### src/rtl/cmp_pkg.sv
// Shared types and encodings for the bit-serial magnitude comparator controller.
package cmp_pkg;

   // Controller states; the fourth code is unused and recovers to S_IDLE.
   typedef enum logic [1:0] {
      S_IDLE  = 2'd0,
      S_SHIFT = 2'd1,
      S_DONE  = 2'd2
   } state_t;

   // One-hot result vector ordering is {gt, eq, lt}.
   localparam logic [2:0] RES_NONE = 3'b000;
   localparam logic [2:0] RES_GT   = 3'b100;
   localparam logic [2:0] RES_EQ   = 3'b010;
   localparam logic [2:0] RES_LT   = 3'b001;

endpackage

### src/rtl/serial_cmp_ctrl_if.sv
// Requester-side bus of the serial comparator: start/operands in, status/result out.
interface serial_cmp_ctrl_if #(
   parameter int WIDTH = 8
);
   logic             start;
   logic [WIDTH-1:0] a;
   logic [WIDTH-1:0] b;
   logic             busy;
   logic             done;
   logic             gt;
   logic             eq;
   logic             lt;

   // Requester drives the operation request and reads back the result.
   modport master (
      output start, a, b,
      input  busy, done, gt, eq, lt
   );

   // Comparator controller receives the request and reports the result.
   modport slave (
      input  start, a, b,
      output busy, done, gt, eq, lt
   );
endinterface

### src/rtl/cmp_shift_reg.sv
// Loadable left-shift register exposing its MSB; one per operand.
module cmp_shift_reg #(
   parameter int WIDTH = 8
) (
   input  logic             CLK,
   input  logic             RST,
   input  logic             load,
   input  logic             shift,
   input  logic [WIDTH-1:0] d,
   output logic             msb
);

   logic [WIDTH-1:0] sr_q;
   logic [WIDTH-1:0] sr_d;

   // Next value: load wins over shift so a new operand always replaces the old one.
   always_comb begin
      sr_d = sr_q;
      if (load) begin
         sr_d = d;
      end else if (shift) begin
         sr_d = {sr_q[WIDTH-2:0], 1'b0};
      end
   end

   // Operand storage, cleared asynchronously.
   always_ff @(posedge CLK or posedge RST) begin
      if (RST) begin
         sr_q <= '0;
      end else begin
         sr_q <= sr_d;
      end
   end

   assign msb = sr_q[WIDTH-1];

endmodule

### src/rtl/serial_cmp_ctrl.sv
// Sequencer for a bit-serial magnitude comparator: walks both operands MSB-first
// and stops at the first differing bit, reporting a one-hot gt/eq/lt result.
module serial_cmp_ctrl
   import cmp_pkg::*;
#(
   parameter int WIDTH = 8
) (
   input logic              CLK,
   input logic              RST,
   serial_cmp_ctrl_if.slave bus
);

   localparam int CNT_W = $clog2(WIDTH);

   state_t           state_q, state_d;
   logic [CNT_W-1:0] cnt_q, cnt_d;
   logic [2:0]       res_q, res_d;
   logic             load;
   logic             shift;
   logic             sa_msb;
   logic             sb_msb;

   cmp_shift_reg #(.WIDTH(WIDTH)) u_sa (
      .CLK   (CLK),
      .RST   (RST),
      .load  (load),
      .shift (shift),
      .d     (bus.a),
      .msb   (sa_msb)
   );

   cmp_shift_reg #(.WIDTH(WIDTH)) u_sb (
      .CLK   (CLK),
      .RST   (RST),
      .load  (load),
      .shift (shift),
      .d     (bus.b),
      .msb   (sb_msb)
   );

   // State, bit counter and result registers; reset aborts any operation in flight.
   always_ff @(posedge CLK or posedge RST) begin
      if (RST) begin
         state_q <= S_IDLE;
         cnt_q   <= '0;
         res_q   <= RES_NONE;
      end else begin
         state_q <= state_d;
         cnt_q   <= cnt_d;
         res_q   <= res_d;
      end
   end

   // Next-state logic: accept in IDLE, compare one bit per cycle in SHIFT, pulse DONE.
   always_comb begin
      state_d = state_q;
      cnt_d   = cnt_q;
      res_d   = res_q;
      load    = 1'b0;
      shift   = 1'b0;
      case (state_q)
         S_IDLE: begin
            if (bus.start) begin
               load    = 1'b1;
               cnt_d   = CNT_W'(WIDTH - 1);
               res_d   = RES_NONE;
               state_d = S_SHIFT;
            end
         end
         S_SHIFT: begin
            if (sa_msb && !sb_msb) begin
               res_d   = RES_GT;
               state_d = S_DONE;
            end else if (!sa_msb && sb_msb) begin
               res_d   = RES_LT;
               state_d = S_DONE;
            end else if (cnt_q == '0) begin
               // All bits matched; stopping here keeps the counter from wrapping.
               res_d   = RES_EQ;
               state_d = S_DONE;
            end else begin
               shift = 1'b1;
               cnt_d = cnt_q - CNT_W'(1);
            end
         end
         S_DONE: begin
            state_d = S_IDLE;
         end
         default: begin
            state_d = S_IDLE;
         end
      endcase
   end

   // Status is decoded from the state register only, so start has no path to it.
   assign bus.busy = (state_q == S_SHIFT) || (state_q == S_DONE);
   assign bus.done = (state_q == S_DONE);
   assign bus.gt   = res_q[2];
   assign bus.eq   = res_q[1];
   assign bus.lt   = res_q[0];

endmodule

### src/flat_wrapper.sv
// flat-port wrapper written by rule: the top's interface ports become plain ports
module serial_cmp_ctrl_flat import cmp_pkg::*;
#(
   parameter int WIDTH = 8
)
  (CLK, RST, bus_start, bus_a, bus_b, bus_busy, bus_done, bus_gt, bus_eq, bus_lt);
  serial_cmp_ctrl_if #(.WIDTH(WIDTH)) bus_i ();
  input logic CLK;
  input logic RST;
  input wire logic [$bits(bus_i.start)-1:0] bus_start;
  input wire logic [$bits(bus_i.a)-1:0] bus_a;
  input wire logic [$bits(bus_i.b)-1:0] bus_b;
  output wire logic [$bits(bus_i.busy)-1:0] bus_busy;
  output wire logic [$bits(bus_i.done)-1:0] bus_done;
  output wire logic [$bits(bus_i.gt)-1:0] bus_gt;
  output wire logic [$bits(bus_i.eq)-1:0] bus_eq;
  output wire logic [$bits(bus_i.lt)-1:0] bus_lt;
  assign bus_i.start = bus_start;
  assign bus_i.a = bus_a;
  assign bus_i.b = bus_b;
  assign bus_busy = bus_i.busy;
  assign bus_done = bus_i.done;
  assign bus_gt = bus_i.gt;
  assign bus_eq = bus_i.eq;
  assign bus_lt = bus_i.lt;
  serial_cmp_ctrl #(.WIDTH(WIDTH)) u_core (.CLK(CLK), .RST(RST), .bus(bus_i));
endmodule
### config.mk
export PLATFORM = sky130hd
export DESIGN_NAME = serial_cmp_ctrl_flat
export DESIGN_NICKNAME = d
export VERILOG_FILES = /design/src/rtl/cmp_pkg.sv /design/src/rtl/serial_cmp_ctrl_if.sv /design/src/rtl/cmp_shift_reg.sv /design/src/rtl/serial_cmp_ctrl.sv /design/src/flat_wrapper.sv
export SDC_FILE = /design/constraint.sdc
export NUM_CORES = 1
export LEC_CHECK = 0
export ABC_CLOCK_PERIOD_IN_PS = 3800
export BUFFER_PORTS_ARGS = -buffer_cell sky130_fd_sc_hd__buf_2
export CORE_MARGIN = 2
export CORE_UTILIZATION = 35
export DETAILED_ROUTE_END_ITERATION = 7
export PLACE_DENSITY = 0.6
export SYNTH_ARGS = -nofsm -noshare
export SYNTH_HDL_FRONTEND = slang
export SYNTH_SLANG_ARGS = --single-unit
### constraint.sdc
create_clock -name CLK -period 3.8 [get_ports CLK]
set_input_delay 0.38 -clock CLK [delete_from_list [all_inputs] [get_ports CLK]]
set_output_delay 0.38 -clock CLK [all_outputs]
set_load 0.05 [all_outputs]
Word level (Yosys, flattened, before mapping)
Cells that the tools add are included.
- $add $sub $neg: 1
- eq/ne operators: 7
- muxes and demuxes: 25
- reductions and logical operators: 12
- operator list (kind ; count):
    $mux 8 ; 4
    $mux 3 ; 8
    $pmux 3 s2 ; 2
    $mux 2 ; 4
    $ne 2x2->1 const B ; 4
    $mux 1 ; 6
    $reduce_and 5->1 ; 1
    $ne 4x1->1 const B ; 1
    $pmux 2 s2 ; 1
    $reduce_bool 2->1 ; 2
    $logic_not 3->1 ; 1
    $reduce_and 3->1 ; 1
    $sub 3x1->3 const B ; 1
    $eq 2x1->1 const B ; 1
    $eq 2x2->1 const B ; 1
    $logic_and 1x1->1 ; 2
    $logic_not 1->1 ; 2
    $logic_not 2->1 ; 1
    $reduce_and 2->1 ; 1
    $logic_or 1x1->1 ; 1
- flip-flop bits (word level): 24
- word-level logic and storage cells: 50

Depth between registers and ports, before layout
Gate-level depths: netlist of the first run.
- depth in word-level cells: 7
- gate-level depth with buffers: 8
- gate-level depth less buffers: 6

Modules after synthesis
Synthesis of the first run repeated with hierarchy kept, for this count alone.
- cells, all modules: 128
- area, all modules: 1353.8 µm²
- modules (own cells, without submodules) (module ; instances ; cells each ; area each (µm²) ; sequential area each (µm²)):
    cmp_shift_reg ; 2 ; 35 ; 372.9 ; 200.2
    serial_cmp_ctrl ; 1 ; 58 ; 608.1 ; 200.2

Worst setup path after synthesis of the first run
No wires, ideal clock.
- path kind: register to register
- from: reg u_core.cnt_q[1]
- to: reg u_core.u_sa.sr_q[4]
- setup time: 0.132 ns
- arrival time: 1.595 ns
- required time: 3.668 ns
- path slack: 2.073 ns
- stages on the path, launching flop included: 9
- clock period less this slack: 1.727 ns
- path through: dfrtp_1 > inv_1 > ha_1 > ha_1 > nor4b_4 > buf_6 > buf_12 > mux2i_1 > o21ai_1
- word-level cells in the longest chain between the ends: 6
- ends and longest elaborated chain (item ; RTL line ; text):
    start, declared ; serial_cmp_ctrl.sv:16 ; logic [CNT_W-1:0] cnt_q, cnt_d;
    start signal, assigned ; serial_cmp_ctrl.sv:49 ; cnt_q <= cnt_d;
    $logic_not 3->1 ; serial_cmp_ctrl.sv:77 ; end else if (cnt_q == '0) begin
    $mux 1 ; serial_cmp_ctrl.sv:77 ;
    $mux 1 ; serial_cmp_ctrl.sv:74 ; end else if (!sa_msb && sb_msb) begin
    $mux 1 ; serial_cmp_ctrl.sv:71 ; if (sa_msb && !sb_msb) begin
    $mux 1 ; serial_cmp_ctrl.sv:61 ; case (state_q)
    $reduce_bool 2->1 (no line) ; -- ;
    end signal, assigned ; cmp_shift_reg.sv:31 ; sr_q <= sr_d;
    end, declared ; cmp_shift_reg.sv:13 ; logic [WIDTH-1:0] sr_q;
No other way between the ends.
A chain may end at the register's enable or synchronous reset.

Final worst setup path of the first run
- from: reg u_core.cnt_q[1]
- to: reg u_core.u_sb.sr_q[2]
- word-level cells in the longest chain between the ends: 6
- ends and longest elaborated chain (item ; RTL line):
    $logic_not 3->1 ; serial_cmp_ctrl.sv:77
    $mux 1 ; serial_cmp_ctrl.sv:77
    $mux 1 ; serial_cmp_ctrl.sv:74
    $mux 1 ; serial_cmp_ctrl.sv:71
    $mux 1 ; serial_cmp_ctrl.sv:61
    $reduce_bool 2->1 (no line) ; --
    end signal, assigned ; cmp_shift_reg.sv:31
    end, declared ; cmp_shift_reg.sv:13
No other way between the ends.

==> metrics.md, run 1 <==
| Metric | Value |
|---|---|
| Net Switching | `487 uW` |
| P_leak | `0.696 nW` |
| Synth top area share | `0.462` |
| Routed via count | `947` |
| Die W | `65.0 um` |
| Post-synth EDFFs | `0` |
| GRT Total Usage | `0.115` |
| Antenna-violating nets left | `0` |
| CTS root buf | `clkbuf_8` |
| Count of cell types in the netlist | `24` |
| CP Data Required Time | `3.92 ns` |
| GRT Residual Overflow | `0` |
| Pre-CTS setup slack | `1.39 ns` |
| Clock-pin slew on the worst setup and hold paths | `0.08 ns` |
| Clock Path Buffers | `2` |
| Setup bufs post-CTS | `0` |
| Max Clock Skew | `0.00203 ns` |
| CTS tree | `yes` |
| Sw frac | `0.412` |
| Filler cells | `360` |
| Post-layout min period | `2.42 ns` |
| Clock Sinks | `24` |
| Ant diodes | `0` |
| Max rail drop VDD | `309 uV` |
| Sequential area share after synthesis | `0.462` |
| Cts-stage hold buffer count | `0` |
| Final Hold Fails | `0` |
| Complex-gate fraction of the synthesized area | `0.109` |
| Clock Latency Late Sink | `0.26 ns` |
| Worst Setup End Kind | `flop` |
| Worst Tran Pin Value | `1.14 ns` |
| I/O pins | `24` |
| Largest net degree at the start of global routing | `31` |
| DRC viols | `0` |
| Xor/xnor share of the synthesized area | `0` |
| PnR worst setup slack | `1.38 ns` |
| Max-Cap Viols | `0` |
| Mux contribution to synthesized area | `0.149` |
| Internal power | `694 uW` |
| Post-layout net count | `177` |
| Synth Area in Adders | `0.0865` |
| Asr flop ratio synth | `1.00` |
| Initial DRC Count | `17` |
| Largest family of logic cells by synthesized area | `multiplexers` |
| Outcome | `completed` |
| HP Class | `in2async` |
| Leading cell type in the layout, fill and taps excluded | `dfrtp_1` |
| Crit-path max cell delay | `1.00 ns` |
| Register cell area after layout | `601 um2` |
| Gate power share | `0.491` |
| CTS H-tree depth | `1` |
| Top_reg_cell synth | `dfrtp_1` |
| CTS Buf Count | `3` |
| First-pass GRT wire length | `3840 um` |
| Synthesized area per cell | `10.2 um2` |
| Critical path buffers and inverters | `1` |
| Slew Viols, Final | `0` |
| DR WL/cell | `11.3 um` |
| Area leader, netlist | `dfrtp_1` |
| Core ar. | `0.00361 mm2` |
| Highest Clock Rate | `0.414 GHz` |
| Post-synthesis cell count | `127` |
| Fin Setup TNS | `0 ns` |
| CP most frequent cell | `ha_1` |
| Setup violators final | `0` |
| Top cells by area, synth | `dfrtp_1 (46%), mux2i_1 (12%), ha_1 (8.7%)` |
| Clk pwr share | `0.144` |
| Syn Nets | `155` |
| Crit-path max FO | `16` |
| Crit path kind | `reg2reg` |
| Final Non-Filler Cells | `196` |
| CP delay by family, top | `simple AND/OR/NAND/NOR gates` |
| Worst EP arrival | `2.54 ns` |
| Nature of the critical path startpoint | `flop` |
| Multi-input logic area | `613 um2` |
| Rel. slew slack | `0.234` |
| Crit-path cells | `inv_1 > ha_1 > ha_1 > nor4b_4 > mux2i_1 > o21ai_1` |
| Fraction of layout cells with a size suffix above 1 | `0.209` |
| Initial antenna violation count | `0` |
| Unrepaired setup endpoints after global routing | `no` |
| Pwr Density | `797 mW/mm2` |
| Starting Density | `0.361` |
| Routed wire length | `2220 um` |
| Port bufs | `23` |
| PostCTS Resize Cnt | `0` |
| Dpl cells | `192` |
| CP max-delay cell | `nor4b_4` |
| RePlAce Congestion | `0.733` |
| FP Rows | `22` |
| First-pass DRT Iterations | `4` |
| Vias in the first global route | `912` |
| Most frequent cells in the layout | `dfrtp_1 (24), nand2_1 (23), buf_2 (23), mux2i_1 (16)` |
| Sequential Power Share | `0.365` |
| DP HPWL | `1690 um` |
| Final worst path period share | `0.636` |
| Synthesis warning total | `0` |
| Syn Std Cell Area | `0.00130 mm2` |
| Die area | `0.00422 mm2` |
| Vias per cell | `4.83` |
| Register bit total from synthesis | `24` |
| Area grow syn2layout | `13.8%` |
| Chip Height | `65.0 um` |
| Post-Synth Simple-Gate Area | `0.127` |
[final timing paths]
path,start,to,slack [ns],depth (start not counted)
max,u_core.cnt_q[1],u_core.u_sb.sr_q[2],1.38,6
min,RST,u_core.u_sb.sr_q[0],0.29,2
max reg2reg,u_core.cnt_q[1],u_core.u_sb.sr_q[2],1.38,6
min reg2reg,u_core.res_q[0],u_core.res_q[0],0.53,2
max in group asynchronous,RST,u_core.u_sa.sr_q[1],2.97,2
min in group CLK,bus_a[0],u_core.u_sa.sr_q[0],0.32,3
[worst register-to-register path, stage by stage, from the launching register on]
cell and delay [ns]:
dfrtp_1 0.38, inv_1 0.05, ha_1 0.19, ha_1 0.27
nor4b_4 1.00, mux2i_1 0.32, o21ai_1 0.08
[cell usage after synthesis, types with 2 or more instances]
master    instances
nand4_1           2
inv_1            10
o21ai_1           8
a31oi_1           2
nor2b_1           3
a21oi_1           3
nand2_1          23
o21ai_0          10
clkbuf_1          3
mux2i_1          16
dfrtp_1          24
mux2_2            3
ha_1              9
[metal layers]
layer / routed length, um / track usage / vias to the layer above
met5: 0 / 0 / -
met4: 16 / 0.0319 / 0
met3: 97 / 0.0260 / 2
met2: 1090 / 0.200 / 19
met1: 1020 / 0.142 / 453
li1: - / - / 473
[power groups by stage]
stage          sequential (mW)  clock, mW  combinational, mW
4_1_cts                  0.433      0.176              0.588
5_1_grt                  0.446      0.187              0.646
6_report                 0.431      0.170              0.580
2_1_floorplan            0.447          0              0.504
3_5_place_dp             0.439          0              0.583
3_3_place_gp             0.432          0              0.562
[layout make-up]
cell class,count,area share
timing repair buffer,23,0.0777
sequential,24,0.405
clock buffer,4,0.0372
tap,48,0.0405
inverter,10,0.0253
multi-input combinational,87,0.414
[sequential cells by signal (all words and copies together), names as in the netlist]
signal and count:
u_core.u_sb.sr_q 8, u_core.res_q 3, u_core.state_q 2, u_core.cnt_q 3, u_core.u_sa.sr_q 8
[stage by stage]
step | util | area, um2 | power [mW] | hold slack, ns
2_1_floorplan | - | 1300 | 0.951 | 0.395
3_3_place_gp | 0.396 | 1430 | 0.994 | 0.502
3_5_place_dp | 0.396 | 1430 | 1.02 | 0.507
4_1_cts | 0.411 | 1480 | 1.20 | 0.318
5_1_grt | 0.411 | 1480 | 1.28 | 0.328
6_report | 0.411 | 1480 | 1.18 | 0.293
[cell families after synthesis]
logic type,Yosys count
AND/OR/NAND/NOR,33
AO/OA/AOI/OAI,26
flip-flops,24
multiplexers,19
buffers and inverters,16
adder cells (fa/ha/maj),9
Power figures use the tool's default switching activity.
==> run 2: changes to the inputs <==
- ABC_CLOCK_PERIOD_IN_PS: 3800 -> 2400
- clock period: 3.8 -> 2.4 ns (I/O delays scaled with it)
==> run 2 against run 1 <==
Utilization grew 0.87 points. Sequential power grew 60%. Clock skew is essentially flat. First-iteration DRC count grew 76%. Critical path depth grew 1.
==> metrics.md, run 2 (same netlist as run 1, synthesis figures left out) <==
| Metric | Value |
|---|---|
| R2R cell count | `7` |
| GRT Residual Overflow | `0` |
| Max rail drop VDD | `461 uV` |
| Internal power | `1.19 mW` |
| DR WL/cell | `11.6 um` |
| Max Clock Skew | `0.00236 ns` |
| Crit-path max FO | `16` |
| Final Non-Filler Cells | `198` |
| Post-layout net count | `179` |
| Vias per cell | `4.71` |
| Vias in the first global route | `864` |
| Ant diodes | `0` |
| Clk pwr share | `0.180` |
| Filler cells | `366` |
| Rel. slew slack | `0.393` |
| HP Class | `in2async` |
| Setup violators final | `0` |
| Max-Cap Viols | `0` |
| P_leak | `0.714 nW` |
| Unrepaired setup endpoints after global routing | `no` |
| RePlAce Congestion | `0.776` |
| CTS root buf | `clkbuf_8` |
| PnR worst setup slack | `0.498 ns` |
| Post-layout min period | `1.90 ns` |
| Worst Tran Pin Value | `0.910 ns` |
| Clock Sinks | `24` |
| RR Endpoint | `u_core.u_sa.sr_q[5]` |
| Crit path kind | `reg2reg` |
| Cts-stage hold buffer count | `0` |
| PostCTS Resize Cnt | `0` |
| Nature of the critical path startpoint | `flop` |
| Final Hold Fails | `0` |
| Chip Height | `65.0 um` |
| DP HPWL | `1650 um` |
| Starting Density | `0.361` |
| Area grow syn2layout | `16.2%` |
| Clock-pin slew on the worst setup and hold paths | `0.09 ns` |
| Gate power share | `0.472` |
| Worst reg2reg path startpoint | `u_core.cnt_q[0]` |
| Pwr Density | `1300 mW/mm2` |
| Port bufs | `23` |
| Slew Viols, Final | `0` |
| Sequential Power Share | `0.349` |
| Fin Setup TNS | `0 ns` |
| GRT Total Usage | `0.118` |
| CTS H-tree depth | `1` |
| Net Switching | `785 uW` |
| First-pass DRT Iterations | `4` |
| Antenna-violating nets left | `0` |
| Highest Clock Rate | `0.526 GHz` |
| CTS Buf Count | `3` |
| Largest net degree at the start of global routing | `31` |
| CP Data Required Time | `2.55 ns` |
| Dpl cells | `194` |
| Initial DRC Count | `30` |
| Worst EP arrival | `2.05 ns` |
| Crit path from | `u_core.cnt_q[0]` |
| Die area | `0.00422 mm2` |
| Most frequent cells in the layout | `dfrtp_1 (24), nand2_1 (23), buf_2 (23), mux2i_1 (16)` |
| Routed via count | `932` |
| Final worst path period share | `0.793` |
| CTS tree | `yes` |
| Pre-CTS setup slack | `0.540 ns` |
| DRC viols | `0` |
| FP Rows | `22` |
| Biggest regs | `u_core.u_sa.sr_q (8), u_core.u_sb.sr_q (8)` |
| Area of placed instances | `0.00144 mm2` |
| Design Area, Final | `0.00151 mm2` |
| Die W | `65.0 um` |
| Setup bufs post-CTS | `0` |
| Routed wire length | `2300 um` |
| Worst Setup End Kind | `flop` |
| Flop-to-flop setup slack | `0.50 ns` |
| First-pass GRT wire length | `3800 um` |
| Clock Latency Late Sink | `0.27 ns` |
| Clock Path Buffers | `2` |
| Fraction of layout cells with a size suffix above 1 | `0.220` |
| I/O pins | `24` |
| Core ar. | `0.00361 mm2` |
| Leading cell type in the layout, fill and taps excluded | `dfrtp_1` |
| Sw frac | `0.398` |
| Outcome | `completed` |
| Initial antenna violation count | `0` |
==> run 2: area by class of cell <==
cell class                      count  area (um2)  share of cell area
Tap cell                           48        60.1              0.0397
Multi-Input combinational cell     87         613               0.405
Inverter                           10        37.5              0.0248
Sequential cell                    24         601               0.397
Clock buffer                        3        41.3              0.0273
Timing Repair Buffer               25         130              0.0860
Clock inverter                      1        30.0              0.0199
==> run 2: layer usage <==
metal	track usage	part of all wire	routed length [um]	vias to the layer above
li1	-	-	-	473
met1	0.145	0.47	1080	438
met2	0.196	0.48	1110	19
met3	0.0451	0.045	103	2
met4	0.0239	0.0052	12	0
met5	0	0	0	-
==> run 2: how the worst max path moves through the flow <==
| stage | endpoint | slack (ns) | depth (start not counted) |
|---|---|---|---|
| floorplan | u_core.u_sa.sr_q[4] | 0.67 | 8 |
| global placement | u_core.u_sa.sr_q[3] | 0.57 | 7 |
| detailed placement | u_core.u_sa.sr_q[5] | 0.54 | 7 |
| CTS | u_core.u_sa.sr_q[5] | 0.50 | 7 |
| global route | u_core.u_sa.sr_q[5] | 0.37 | 7 |
| finish | u_core.u_sa.sr_q[5] | 0.50 | 7 |
==> run 2: power by group through the flow <==
| stage | clock network [mW] | logic [mW] | registers (mW) |
|---|---|---|---|
| 2_1_floorplan | 0 | 0.798 | 0.708 |
| 3_3_place_gp | 0 | 0.908 | 0.685 |
| 3_5_place_dp | 0 | 0.936 | 0.696 |
| 4_1_cts | 0.366 | 0.942 | 0.688 |
| 5_1_grt | 0.390 | 1.03 | 0.708 |
| 6_report | 0.355 | 0.930 | 0.688 |
==> run 2: worst max-delay path, cell delays in order (launching register included) <==
cell     delay [ns]
dfrtp_1        0.34
inv_1          0.06
ha_1           0.20
ha_1           0.28
nor4b_4        0.28
buf_4          0.30
mux2i_1        0.25
o21ai_1        0.07
==> run 2: through the flow <==
step | hold WS [ns] | utilization | power, mW
global route | 0.169 | 0.420 | 2.13
detailed placement | 0.450 | 0.400 | 1.63
floorplan | 0.255 | - | 1.51
global placement | 0.447 | 0.400 | 1.59
CTS | 0.165 | 0.420 | 2.00
finish | 0.155 | 0.420 | 1.97
